### config.mk
export PLATFORM = sky130hd
export DESIGN_NAME = demux_32x1_reg_flat
export DESIGN_NICKNAME = d
export VERILOG_FILES = /design/src/rtl/demux_32x1_reg_if.sv /design/src/rtl/demux_32x1_reg.sv /design/src/flat_wrapper.sv
export SDC_FILE = /design/constraint.sdc
export NUM_CORES = 1
export LEC_CHECK = 0
export ABC_AREA = 1
export CAP_MARGIN = 10
export CORE_MARGIN = 10
export CORE_UTILIZATION = 62
export DETAILED_ROUTE_END_ITERATION = 8
export DONT_BUFFER_PORTS = 1
export GPL_TIMING_DRIVEN = 0
export HOLD_SLACK_MARGIN = 0.15
export PLACE_DENSITY = 0.8
export SYNTH_ARGS = -nofsm -noshare
export SYNTH_HDL_FRONTEND = slang
export SYNTH_SLANG_ARGS = --single-unit
### constraint.sdc
create_clock -name clk -period 1.4 [get_ports clk]
set_input_delay 0.42 -clock clk [delete_from_list [all_inputs] [get_ports clk]]
set_output_delay 0.42 -clock clk [all_outputs]
set_load 0.05 [all_outputs]
### src/rtl/demux_32x1_reg_if.sv
// Write-side handshake bundle for demux_32x1_reg: lane index, data bit, valid/ready.
interface demux_32x1_reg_if;
    logic       in_valid;
    logic       in_ready;
    logic [4:0] in_sel;
    logic       in_data;

    modport master (output in_valid, output in_sel, output in_data, input in_ready);
    modport slave  (input in_valid, input in_sel, input in_data, output in_ready);
endinterface

### src/rtl/demux_32x1_reg.sv
// Registered 1-to-32 write demux: captures (sel, data) through valid/ready, then
// commits the bit into one lane of q with a one-hot strobe and a done pulse.
module demux_32x1_reg (
    input  logic                  clk,
    input  logic                  rst_n,
    demux_32x1_reg_if.slave       wr,
    input  logic                  hold,
    input  logic                  clr,
    output logic [31:0]           q,
    output logic [31:0]           wr_pulse,
    output logic                  wr_done,
    output logic                  any_set
);
    localparam int unsigned LANES = 32;
    localparam int unsigned SEL_W = 5;

    logic             a_vld_q, a_vld_d;
    logic [SEL_W-1:0] sel_a_q, sel_a_d;
    logic             data_a_q, data_a_d;
    logic [LANES-1:0] q_q, q_d;
    logic [LANES-1:0] pulse_q, pulse_d;
    logic             done_q, done_d;

    logic             ready_c;
    logic             accept_c;
    logic             commit_c;
    logic [LANES-1:0] onehot_c;

    // Capture slot is free when empty or when its entry leaves this edge.
    assign ready_c     = !a_vld_q || !hold;
    assign accept_c    = wr.in_valid && ready_c;
    assign commit_c    = a_vld_q && !hold;
    assign onehot_c    = LANES'(1) << sel_a_q;
    assign wr.in_ready = ready_c;

    // Capture stage next state.
    always_comb begin
        a_vld_d  = a_vld_q;
        sel_a_d  = sel_a_q;
        data_a_d = data_a_q;
        if (accept_c) begin
            a_vld_d  = 1'b1;
            sel_a_d  = wr.in_sel;
            data_a_d = wr.in_data;
        end else if (commit_c) begin
            a_vld_d  = 1'b0;
        end
    end

    // Commit stage next state; a commit overrides clr on its own lane.
    always_comb begin
        q_d     = clr ? '0 : q_q;
        pulse_d = '0;
        done_d  = 1'b0;
        if (commit_c) begin
            q_d[sel_a_q] = data_a_q;
            pulse_d      = onehot_c;
            done_d       = 1'b1;
        end
    end

    always_ff @(posedge clk or negedge rst_n) begin
        if (!rst_n) begin
            a_vld_q  <= 1'b0;
            sel_a_q  <= '0;
            data_a_q <= 1'b0;
            q_q      <= '0;
            pulse_q  <= '0;
            done_q   <= 1'b0;
        end else begin
            a_vld_q  <= a_vld_d;
            sel_a_q  <= sel_a_d;
            data_a_q <= data_a_d;
            q_q      <= q_d;
            pulse_q  <= pulse_d;
            done_q   <= done_d;
        end
    end

    assign q        = q_q;
    assign wr_pulse = pulse_q;
    assign wr_done  = done_q;
    assign any_set  = |q_q;
endmodule

### src/flat_wrapper.sv
// flat-port wrapper written by rule: the top's interface ports become plain ports
module demux_32x1_reg_flat 
  (clk, rst_n, hold, clr, q, wr_pulse, wr_done, any_set, wr_in_valid, wr_in_sel, wr_in_data, wr_in_ready);
  demux_32x1_reg_if wr_i ();
  input  logic clk;
  input  logic rst_n;
  input  logic hold;
  input  logic clr;
  output logic [31:0] q;
  output logic [31:0] wr_pulse;
  output logic wr_done;
  output logic any_set;
  input wire logic [$bits(wr_i.in_valid)-1:0] wr_in_valid;
  input wire logic [$bits(wr_i.in_sel)-1:0] wr_in_sel;
  input wire logic [$bits(wr_i.in_data)-1:0] wr_in_data;
  output wire logic [$bits(wr_i.in_ready)-1:0] wr_in_ready;
  assign wr_i.in_valid = wr_in_valid;
  assign wr_i.in_sel = wr_in_sel;
  assign wr_i.in_data = wr_in_data;
  assign wr_in_ready = wr_i.in_ready;
  demux_32x1_reg u_core (.clk(clk), .rst_n(rst_n), .wr(wr_i), .hold(hold), .clr(clr), .q(q), .wr_pulse(wr_pulse), .wr_done(wr_done), .any_set(any_set));
endmodule
==> run_results.csv <==
group,metric,value,unit
clock_network,tritoncts,"yes",
floorplan,initial_core_util,0.652,
place,dpl.hpwl,4630,microns
finish,multi_input_area,935,sq um
timing,fin_crit,1.92,ns
finish,area_growth,18.6,%
power_and_ir_drop,p_seq_frac,0.488,
outcome,status,"complete, but fails checks",
logic_synthesis,avgSynthCellArea,8.54,sq um
floorplan,dieHeight,88.1,microns
setup_path,critPathMaxFanout,3,
finish,design_area,0.00341,sq mm
setup_path,critical_path.reg2reg.startpoint,"u_core.sel_a_q[1]",
setup_path,path_class,"reg2out",
finish,n_antenna_cell,0,
logic_synthesis,seq_area_frac_synth,0.626,
drt,drt_iter0_drc,192,
logic_synthesis,synth_xor_area_frac,0,
setup_path,path_buf_inv,1,
setup_path,startpoint,"u_core.q[23]",
power_and_ir_drop,p_clk_frac,0.419,
setup_path,critPathMaxStageDelay,0.53,ns
clock_network,cts_buffer_depth,2,
timing,slew_headroom,0.687,
drt,first_pass_iters,4,
setup_path,crit_chain,"inv_2 -> nand2_2 -> nor2_2 -> nand2_1 -> nor2_2 -> nand2_4",
finish,drive_gt1_frac,0.329,
timing,tightest_slew,0.470,ns
logic_synthesis,synth_simple_gate_area_share,0.219,
logic_synthesis,ys_seq_elements,72,
timing,min_period_over_period,1.37,
global_routing,grt_pass1_vias,2160,
power_and_ir_drop,switching_power,1.26,mW
power_and_ir_drop,p_per_area,1410,mW/mm^2
logic_synthesis,synthMuxAreaShare,0,
logic_synthesis,yosysWarnings,0,
timing,final-hold-violation-count,72,
power_and_ir_drop,peakVddDrop,0.000982,V
timing,setup_slack,-0.522,ns
logic_synthesis,syn-num-nets,348,
power_and_ir_drop,finalPower,4.80,mW
logic_synthesis,ys_types,15,
clock_network,cts-root-buf,"clkbuf_8",
logic_synthesis,synth_area,0.00288,sq mm
setup_path,cp.arrival,1.50,ns
job,maxCapViolCount,0,
timing,setup_tns,-0.522,ns
finish,final_cells,408,
clock_network,clock_sinks,72,
floorplan,core_area,0.00441,sq mm
setup_path,slowest_stage,"dfrtp_2",
drt,drt_wl_total,6820,microns
clock_network,numCtsBuffers,9,
timing,whs,-0.228,ns
drt,drc,0,
setup_path,cp.required,0.98,ns
global_routing,grt_max_degree,73,
power_and_ir_drop,p_comb_frac,0.093,
clock_network,clk_pin_slew_worst_paths,0.07,ns
floorplan,die_x,88.1,microns
place,post_dp_cell_area,0.00298,sq mm
finish,regArea,0.00187,sq mm
drt,avgViaCountPerCell,5.20,
logic_synthesis,synthCells,337,
drt,post_drt_wl_per_cell,16.7,microns
timing,finalClockSkew,0.00522,ns
setup_path,endpoint_kind,"output pin",
power_and_ir_drop,swShare,0.262,
logic_synthesis,synth_top_family_by_area,"simple AND/OR/NAND/NOR gates",
finish,nNetsFinal,362,
clock_network,clock_latency,0.34,ns
setup_path,cp-start-kind,"register",
clock_network,htree_levels,3,
finish,finish.utilization,0.773,
hold_path,min_path_type,"in2async",
power_and_ir_drop,p_int,3.54,mW
timing,final_max_slew_viol_count,0,
finish,nFillCells,306,
place,port_buffers,0,
setup_path,critPathTopFamily,"simple AND/OR/NAND/NOR gates",
timing,setup_viol,1,
drt,num_vias,2122,
global_routing,grt_use_total,0.176,
timing,rsz0062_at_grt,"yes",
setup_path,cp_common_cell,"nor2_2",
timing,fmax,520,MHz
place,dp.cells,389,
floorplan,rows,24,
logic_synthesis,synthAdderAreaFrac,0,
drt,ant_nets,0,
floorplan,die_area,0.00776,sq mm
global_routing,antenna_found_initial,0,
floorplan,io_pins,78,
logic_synthesis,synth_compound_area_frac,0.0661,
place,gp_routability_congestion,0.825,
global_routing,grt_pass1_wl,10500,microns
outcome,violations,"negative hold slack, negative setup slack",
power_and_ir_drop,p_leak,1.74,nW
global_routing,grt_overflow,0,
kinds of logic after synthesis:
logic type,after synthesis
and+or+nand+nor,160
DFF,72
buffers and inverters,67
AOI/OAI and AO/OA,38
per-layer routing:
| metal | vias to the layer above | global-route usage | wire, microns |
|---|---|---|---|
| met5 | - | 0 | 0 |
| met3 | 11 | 0.0659 | 734 |
| met2 | 80 | 0.285 | 3300 |
| met1 | 1001 | 0.196 | 2650 |
| met4 | 0 | 0.0956 | 128 |
| li1 | 1030 | - | - |
state kept, by name, indices dropped and copies added, names as in the netlist:
signal	flops
u_core.a_vld_q	1
u_core.wr_done	1
u_core.wr_pulse	32
u_core.data_a_q	1
u_core.sel_a_q	5
u_core.q	32
power by group through the flow:
| stage | clock network [mW] | logic [mW] | registers [mW] |
|---|---|---|---|
| floorplan | 0 | 0.279 | 2.35 |
| global placement | 0 | 0.351 | 2.37 |
| detailed placement | 0 | 0.359 | 2.37 |
| CTS | 2.04 | 0.408 | 2.33 |
| global route | 2.12 | 0.483 | 2.35 |
| finish | 2.01 | 0.446 | 2.34 |
repair_timing:
action,4_1_cts,5_1_grt
resized for setup,26,36
setup endpoints to repair,45,37
buffers inserted,0,3
hold endpoints to repair,72,72
gates cloned,0,0
pin swaps,5,11
Yosys cell counts:
| cell | number | area, sq um |
|---|---|---|
| and2_0 | 1 | 6.26 |
| nor2_1 | 62 | 233 |
| nand2_1 | 89 | 334 |
| dfrtp_1 | 72 | 1800 |
| nor3_1 | 1 | 5.00 |
| a21oi_1 | 6 | 30.0 |
| and2_1 | 1 | 6.26 |
| clkbuf_1 | 5 | 18.8 |
| nor3_2 | 3 | 30.0 |
| nand3_1 | 2 | 10.0 |
| inv_2 | 1 | 3.75 |
| buf_2 | 2 | 10.0 |
| nand4_1 | 1 | 6.26 |
| inv_1 | 59 | 221 |
| o21ai_0 | 32 | 160 |
layout by cell type, fill, tap and decap left out, types with 3 or more instances in the layout:
master / n
nor2_1: 45
nand2_4: 3
clkbuf_1: 3
o21ai_0: 32
a21oi_1: 6
nand2_1: 83
nor3_2: 3
nor2_4: 5
inv_1: 46
nand2_2: 3
dfrtp_1: 21
clkbuf_8: 11
bufinv_16: 3
nor2_2: 12
inv_2: 14
dfrtp_2: 51
through the flow:
stage                     hold WS, ns  setup WS [ns]
after floorplan                 0.124        -0.0857
after global placement          0.127         -0.305
after detailed placement        0.127         -0.313
after CTS                      -0.235         -0.544
after global routing           -0.246         -0.581
final                          -0.228         -0.522
path summary, 6_finish.rpt:
check                                     end  slack, ns  cells after the start
max                                   any_set      -0.52                      6
min                               u_core.q[2]      -0.23                      0
max reg2reg                       u_core.q[5]       0.08                      7
min reg2reg                    u_core.wr_done       0.61                      2
max in group asynchronous  u_core.wr_pulse[8]       1.51                      0
min in group clk               u_core.wr_done       0.16                      1
final cells by class:
class                      instances  area share
buffer                             7     0.00917
clock buffer                      11      0.0444
sequential                        72       0.547
tap                               52      0.0191
clock inverter                     5      0.0301
timing repair buffer               3      0.0103
multi-input combinational        198       0.274
inverter                          60      0.0660
Power figures use the tool's default switching activity.
